<file path="config.mk">
export PLATFORM = sky130hd
export DESIGN_NAME = bcd_seg_scan
export DESIGN_NICKNAME = d
export VERILOG_FILES = /design/src/rtl/bcd_seg_scan.sv
export SDC_FILE = /design/constraint.sdc
export NUM_CORES = 1
export LEC_CHECK = 0
export ABC_CLOCK_PERIOD_IN_PS = 2300
export BUFFER_PORTS_ARGS = -buffer_cell sky130_fd_sc_hd__buf_2
export CAP_MARGIN = 40
export CORE_MARGIN = 2
export CORE_UTILIZATION = 30
export CTS_BUF_LIST = sky130_fd_sc_hd__clkbuf_8
export DETAILED_ROUTE_END_ITERATION = 6
export MAX_ROUTING_LAYER = met4
export PLACE_DENSITY = 0.5
export SETUP_SLACK_MARGIN = 0.15
export SLEW_MARGIN = 30
export SYNTH_ARGS = -nofsm -noshare
export SYNTH_HDL_FRONTEND = slang
export SYNTH_SLANG_ARGS = --single-unit
</file>
<file path="constraint.sdc">
create_clock -name clk -period 2.3 [get_ports clk]
set_clock_uncertainty 0.05 [all_clocks]
set_input_delay 0 -clock clk [delete_from_list [all_inputs] [get_ports clk]]
set_output_delay 0 -clock clk [all_outputs]
set_load 0.005 [all_outputs]
</file>
<file path="src/rtl/bcd_seg_scan.sv">
// Three-digit multiplexed 7-segment driver: shadows a BCD value on load and scans
// ones/tens/hundreds with a dead-time blank at the start of every digit slot.
module bcd_seg_scan #(
    parameter int DIV      = 50000,
    parameter int DEAD     = 16,
    parameter int BLANK_LZ = 1
) (
    input  logic       clk,
    input  logic       rst_n,
    input  logic       load,
    input  logic [3:0] ones,
    input  logic [3:0] tens,
    input  logic [3:0] hundreds,
    output logic [6:0] seg,
    output logic [2:0] an,
    output logic       frame_tick
);

    localparam int CW = (DIV > 1) ? $clog2(DIV) : 1;
    localparam logic [CW-1:0] CNT_LAST = CW'(DIV - 1);
    localparam logic [CW-1:0] CNT_DEAD = CW'(DEAD);
    localparam bit LZ_EN = (BLANK_LZ != 0);

    logic [CW-1:0] cnt_reg, cnt_next;
    logic [1:0]    idx_reg, idx_next;
    logic [3:0]    sh_o_reg, sh_t_reg, sh_h_reg;
    logic [6:0]    seg_reg, seg_next;
    logic [2:0]    an_reg, an_next;
    logic          frame_tick_reg, frame_tick_next;
    logic          slot_last;

    logic [3:0] digit     [3];
    logic [6:0] dec_seg   [3];
    logic [2:0] lz_blank;

    function automatic logic [6:0] bcd_decode(input logic [3:0] d);
        logic [6:0] s;
        case (d)
            4'd0:    s = 7'h40;
            4'd1:    s = 7'h79;
            4'd2:    s = 7'h24;
            4'd3:    s = 7'h30;
            4'd4:    s = 7'h19;
            4'd5:    s = 7'h12;
            4'd6:    s = 7'h02;
            4'd7:    s = 7'h78;
            4'd8:    s = 7'h00;
            4'd9:    s = 7'h10;
            default: s = 7'h3F;
        endcase
        return s;
    endfunction

    assign digit[0] = sh_o_reg;
    assign digit[1] = sh_t_reg;
    assign digit[2] = sh_h_reg;

    // Invalid codes are non-zero, so a dash in hundreds keeps tens visible.
    assign lz_blank[0] = 1'b0;
    assign lz_blank[1] = (sh_h_reg == 4'd0) && (sh_t_reg == 4'd0);
    assign lz_blank[2] = (sh_h_reg == 4'd0);

    generate
        for (genvar gi = 0; gi < 3; gi++) begin : g_digit
            assign dec_seg[gi] = (LZ_EN && lz_blank[gi]) ? 7'h7F : bcd_decode(digit[gi]);
        end
    endgenerate

    assign slot_last = (cnt_reg == CNT_LAST);

    always_comb begin
        cnt_next = slot_last ? '0 : cnt_reg + CW'(1);
        idx_next = idx_reg;
        if (slot_last) begin
            idx_next = (idx_reg == 2'd2) ? 2'd0 : idx_reg + 2'd1;
        end
    end

    // Outputs are computed from the current state and registered, giving one cycle of latency.
    always_comb begin
        an_next         = 3'b111;
        seg_next        = 7'h7F;
        frame_tick_next = slot_last && (idx_reg == 2'd2);
        if (cnt_reg >= CNT_DEAD) begin
            case (idx_reg)
                2'd0: begin
                    an_next  = 3'b110;
                    seg_next = dec_seg[0];
                end
                2'd1: begin
                    an_next  = 3'b101;
                    seg_next = dec_seg[1];
                end
                2'd2: begin
                    an_next  = 3'b011;
                    seg_next = dec_seg[2];
                end
                default: begin
                    an_next  = 3'b111;
                    seg_next = 7'h7F;
                end
            endcase
        end
    end

    always_ff @(posedge clk or negedge rst_n) begin
        if (!rst_n) begin
            cnt_reg        <= '0;
            idx_reg        <= 2'd0;
            sh_o_reg       <= 4'd0;
            sh_t_reg       <= 4'd0;
            sh_h_reg       <= 4'd0;
            seg_reg        <= 7'h7F;
            an_reg         <= 3'b111;
            frame_tick_reg <= 1'b0;
        end else begin
            cnt_reg        <= cnt_next;
            idx_reg        <= idx_next;
            seg_reg        <= seg_next;
            an_reg         <= an_next;
            frame_tick_reg <= frame_tick_next;
            if (load) begin
                sh_o_reg <= ones;
                sh_t_reg <= tens;
                sh_h_reg <= hundreds;
            end
        end
    end

    assign seg        = seg_reg;
    assign an         = an_reg;
    assign frame_tick = frame_tick_reg;

endmodule

</file>
==> flow_summary.toml, run 1 <==
[synthesis]
syn_avg_cell_area_um2 = 9.55
ys_warn_count = 0
synth.net_count = 287
synth_top_family_by_area = "simple AND/OR/NAND/NOR gates"
synth_compound_area_share_pct = 13.4
synth_mux_area_share_pct = 3.15
seq_area_frac_synth_pct = 42.8
ys_seq_elements = 41
synthesis.area_um2 = 2430
ys.flop_type = "dfrtp_1"
synth_edf_count = 0
ys_async_sr_fraction_pct = 100
netlist_instances = 254
synth-adder-area-share_pct = 9.28
synthXorXnorAreaFrac_pct = 3.97
synthSimpleGateAreaFrac_pct = 23.3
yosysUniqueCellTypes = 47

[timing]
tightest_slew_ns = 0.575
max_freq_mhz = 507
post-route-min-period_ns = 1.97
drv_slew = 0
rsz0062_at_grt = "false"
slew_headroom_pct = 61.5
setup_viol = 0
timing.final.hold_violations = 0
final.setup.tns_ns = 0
timing.final.crit_share_pct = 85.7
layout_setup_ws_ns = 0.329

[placed_design]
dp_slack_ns = 0.227
io_buffers = 25
dp.final_hpwl_mm = 3.98
gp_congestion = 0.803

[worst_setup_path]
path_delay_family = "compound AO/OA/AOI/OAI gates"
r2r_end = "seg[6]"
cp.depth = 7
crit_start = "sh_h_reg[1]"
crit_buf_inv = 2
crit_path_cell_trace = "inv_1, ha_1, nor2_1, a2111oi_1, buf_4, a31oi_1, nand3_1"
start_kind = "flip-flop"
slowest_delay_ns = 0.52
path_class = "flip-flop to flip-flop"
critPathArrivalTime_ns = 2.15
r2r-start = "sh_h_reg[1]"
end_kind = "flip-flop"
reg2reg_slack_ns = 0.33
worstPathMaxFanout = 7
cp-endpoint = "seg[6]"
cp_slowest_cell = "a2111oi_1"
required_ns = 2.48
rr_worst_depth = 7

[power]
ir_drop_mv = 0.219
clkPwrFrac_pct = 31.4
p_sw_mw = 0.427
combPwrFrac_pct = 16.3
pwr_density_cell_nw_per_um2 = 536
seqPwrFrac_pct = 52.2
power.internal_mw = 1.14
p_leak_nw = 1.31
swShare_pct = 27.3

[cts]
tritoncts = "done"
ctsRootBufferMaster = "clkbuf_8"
h-tree-depth = 2
numClockSinks = 41
insertion_delay_ns = 0.29
postCtsSetupRepairBufs = 0
cts_buffers = 5
clk_pin_slew_ns = 0.08
cts_buffer_depth = 2

[drt]
vias = 1892
drc = 0
drt_iter0_drc = 42
ant_nets = 0
wl_mm = 5.32
drt-pass1-iter-count = 4
viasPerCell = 4.77
wl_per_cell_um = 13.4

[job]
cap_violations = 0

[grt]
grt_use_total_pct = 13.4
grt_antenna_before_repair = 0
grt_pass1_wl_mm = 8.98
grt.overflow.total = 0
grt_max_degree = 27
first_global_vias = 1878

[floorplanning]
fp.dieArea_um2 = 8820
die_w_um = 93.9
initial_utilization_pct = 31.2
core_area_um2 = 7770
die_h_um = 93.9
row_count = 32
io_pins = 26

[cells_and_area]
layout_common_cells = "dfrtp_1, nand2_1, buf_2"
area_growth_pct = 20.4
largest_register_ffs = 16
diodes = 0
layout.cells.most_common = "dfrtp_1"
drive_above_1_share_pct = 19.3
nFillCells = 811
nNetsFinal = 327

[status]
status = "complete, no violations"

[worst_hold_path]
hp-class = "input port to flip-flop"
layer usage:
layer | wire, um | vias to the layer above | track usage [%]
met4 | 35 | 0 | 3.62
met3 | 173 | 6 | 3.05
met1 | 2550 | 886 | 16.9
met2 | 2560 | 31 | 21.5
met5 | 0 | - | -
li1 | - | 969 | -
power by group through the flow:
stage / registers (mW) / clock network, mW / logic, mW
2_1_floorplan: 0.812 / 0 / 0.158
3_3_place_gp: 0.833 / 0 / 0.230
3_5_place_dp: 0.832 / 0 / 0.240
4_1_cts: 0.819 / 0.507 / 0.258
5_1_grt: 0.827 / 0.546 / 0.291
6_report: 0.818 / 0.492 / 0.256
final cells by class:
| cell class | count | area, um2 | share of cell area, % |
|---|---|---|---|
| clock buffer | 6 | 82.6 | 2.83 |
| clock inverter | 2 | 11.3 | 0.385 |
| inverter | 15 | 56.3 | 1.93 |
| multi-input combinational | 189 | 1290 | 44.1 |
| sequential | 41 | 1040 | 35.5 |
| tap | 102 | 128 | 4.37 |
| timing repair buffer | 42 | 318 | 10.9 |
cells in the mapped netlist (all sizes together), types with 2 or more instances:
cell      n  share of area (%)
and2      2               0.52
nor2b    10                2.6
nor2     18                2.8
nand2b    7                1.8
o21ai    23                4.7
nor4      3                2.0
dfstp    10                 11
nand2    25                3.9
mux2i     2               0.83
dfrtp    31                 32
mux2      5                2.3
and3      2               0.52
xor2      3                1.1
nand3     7                2.0
or3       2               0.52
inv      15                2.3
and4      3                1.1
nor3b     2               0.62
nand4     8                2.1
clkbuf    5               0.77
o2111ai   2               0.72
buf       4                1.1
nor3      6                1.2
or2       2               0.52
a31oi     2               0.52
a21boi    2               0.62
o211ai    2               0.62
xnor2     8                2.9
a21oi    12                2.5
ha       18                9.3
per-stage QoR:
stage / cell area [um2] / power, mW / hold slack (ns) / utilization, % / instances
after floorplan: 2430 / 0.970 / -0.346 / - / 254
after global placement: 2650 / 1.06 / 0.152 / 34.1 / 374
after detailed placement: 2700 / 1.07 / -0.0903 / 34.7 / 376
after CTS: 2920 / 1.58 / 0.0555 / 37.6 / 397
after global routing: 2920 / 1.66 / 0.0887 / 37.6 / 397
final: 2920 / 1.57 / 0.0536 / 37.6 / 397
worst min-delay path by stage:
stage | from | end | slack, ns | depth (start not counted)
2_1_floorplan | rst_n | cnt_reg[0] | -0.35 | 0
3_3_place_gp | rst_n | cnt_reg[3] | 0.15 | 1
3_5_place_dp | rst_n | cnt_reg[2] | -0.09 | 2
4_1_cts | load | sh_o_reg[0] | 0.06 | 3
5_1_grt | load | sh_t_reg[0] | 0.09 | 3
6_report | load | sh_o_reg[0] | 0.05 | 3
kinds of logic after synthesis:
logic type               count (synthesis)
AO/OA/AOI/OAI                           53
XOR/XNOR                                11
adder cells (fa/ha/maj)                 18
buffers and inverters                   24
flip-flops                              41
multiplexers                             7
AND/OR/NAND/NOR                        100
timing repair:
| action | 4_1_cts | 5_1_grt |
|---|---|---|
| hold buffers | 13 | 0 |
| endpoints found under the hold margin | 53 | 0 |
| gates resized for setup | 0 | 1 |
| setup endpoints to repair | 0 | 1 |
tightest hold or removal path, stage by stage:
cell and delay [ns]:
buf_2 0.21, nand2_1 0.08, o21ai_0 0.06
Power figures use the tool's default switching activity.
==> run 2, diff against run 1 <==
ABC_CLOCK_PERIOD_IN_PS = 1800   (was 2300)
PLACE_DENSITY = 0.52   (was 0.5)
clock period = 1.8 ns   (was 2.3 ns; I/O delays follow)
==> run 2 against run 1 <==
Against the previous run:
- register-to-register slack got worse by 0.14 ns
- combinational power increased by 50%
- setup slack got worse by 0.14 ns
- routed wire length increased by 3.0%
- cell count increased by 4.3%
- via count increased by 4.3%
- clock power increased by 55%
- hold slack got worse by 0.0077 ns
- global-route usage increased by 0.11 points
- fmax increased by 23%
- critical endpoint is now idx_reg[1]
- largest power group unchanged
- highest routed layer unchanged
==> flow_summary.toml, run 2 (synthesis results as in run 1) <==
[status]
status = "complete, no violations"

[drt]
drt-pass1-iter-count = 4
wl_mm = 5.48
vias = 1973
drc = 0
viasPerCell = 4.77
wl_per_cell_um = 13.2
drt_iter0_drc = 65
ant_nets = 0

[power]
ir_drop_mv = 0.314
p_leak_nw = 1.38
pwr_density_cell_nw_per_um2 = 699

[timing]
final.setup.tns_ns = 0
post-route-min-period_ns = 1.61
layout_setup_ws_ns = 0.193
max_freq_mhz = 622
rsz0062_at_grt = "true"
timing.final.hold_violations = 0
tightest_slew_ns = 0.517
drv_slew = 0
slew_headroom_pct = 65.5
timing.final.crit_share_pct = 89.3
setup_viol = 0

[worst_hold_path]
hp-class = "input port to flip-flop"

[cells_and_area]
diodes = 0
area_growth_pct = 28.6
drive_above_1_share_pct = 30.1
nFillCells = 794
nNetsFinal = 344
layout.cells.most_common = "dfrtp_1"
layout_common_cells = "dfrtp_1, nand2_1, buf_2"
largest_register_ffs = 16

[floorplanning]
core_area_um2 = 7770
io_pins = 26
initial_utilization_pct = 31.2
die_h_um = 93.9
fp.dieArea_um2 = 8820
row_count = 32
die_w_um = 93.9

[cts]
cts_buffer_depth = 2
insertion_delay_ns = 0.30
clk_pin_slew_ns = 0.09
cts_buffers = 5
tritoncts = "done"
ctsRootBufferMaster = "clkbuf_8"
numClockSinks = 41
h-tree-depth = 2

[grt]
grt_use_total_pct = 13.5
grt_pass1_wl_mm = 9.01
grt.overflow.total = 0
first_global_vias = 1877
grt_antenna_before_repair = 0
grt_max_degree = 42

[worst_setup_path]
worstPathMaxFanout = 5
start_kind = "flip-flop"
critPathArrivalTime_ns = 1.75
path_class = "flip-flop to flip-flop"
required_ns = 1.94
end_kind = "flip-flop"

[job]
cap_violations = 0

[placed_design]
gp_congestion = 0.833
dp_slack_ns = 0.0528
io_buffers = 25
dp.final_hpwl_mm = 3.91
==> run 2: cell count changes in the layout (fill, tap and decap cells not counted), moves of 3 or more <==
cell / change
buf_4: +17
ha_2: +3
dfrtp_2: +3
dfrtp_1: -3
ha_1: -5
inv_2: +3
inv_1: -4
==> run 2: layout make-up <==
cell class / instances / area [um2] / share of cell area, %
repair buffers: 59 / 420 / 13.5
clock inverters: 3 / 46.3 / 1.48
clock buffers: 5 / 68.8 / 2.21
flip-flops and latches: 41 / 1040 / 33.4
inverters: 15 / 56.3 / 1.80
well taps: 102 / 128 / 4.09
multi-input cells: 189 / 1360 / 43.5
==> run 2: critical path: stages (launching register included) <==
cell and delay (ns):
dfrtp_2 0.45, nor4_4 0.34, and4_4 0.32, mux2_2 0.33
==> run 2: what timing repair did <==
action | in CTS | in global routing
pin swaps | 4 | 6
buffers inserted | 3 | 4
hold buffers | 13 | 0
setup endpoints to repair | 5 | 11
resized for setup | 10 | 17
endpoints found under the hold margin | 43 | 0
==> run 2: per-stage QoR <==
stage	hold slack [ns]	instances	power [mW]	util, %	instance area, um2
2_1_floorplan	-0.346	254	1.24	-	2430
3_3_place_gp	0.0636	386	1.37	35.3	2740
3_5_place_dp	0.0530	386	1.37	35.3	2740
4_1_cts	0.0400	410	2.19	39.1	3040
5_1_grt	0.0679	414	2.31	40.2	3120
6_report	0.0459	414	2.18	40.2	3120
==> run 2: final timing paths <==
kind                              from  slack (ns)  cells after the start     endpoint
min                               load        0.05                      3  sh_h_reg[1]
max in group asynchronous        rst_n        1.07                      3  sh_o_reg[1]
min in group asynchronous        rst_n        0.23                      3   idx_reg[1]
max reg2reg                 cnt_reg[4]        0.19                      3   idx_reg[1]
max                         cnt_reg[4]        0.19                      3   idx_reg[1]
min reg2reg                cnt_reg[15]        0.50                      1  cnt_reg[15]
==> run 2: routing by layer <==
layer | vias up | GRT usage [%] | wire (um)
met2 | 47 | 21.1 | 2580
met1 | 917 | 18.1 | 2640
met5 | - | - | 0
met3 | 6 | 2.65 | 194
li1 | 1003 | - | -
met4 | 0 | 3.26 | 61
==> run 2: report_power, final <==
part           leakage [nW]  internal, mW  switching (mW)
clock network        0.0543         0.415           0.346
registers             0.497         0.987          0.0477
logic                 0.827         0.191           0.193
total                  1.38          1.59           0.587
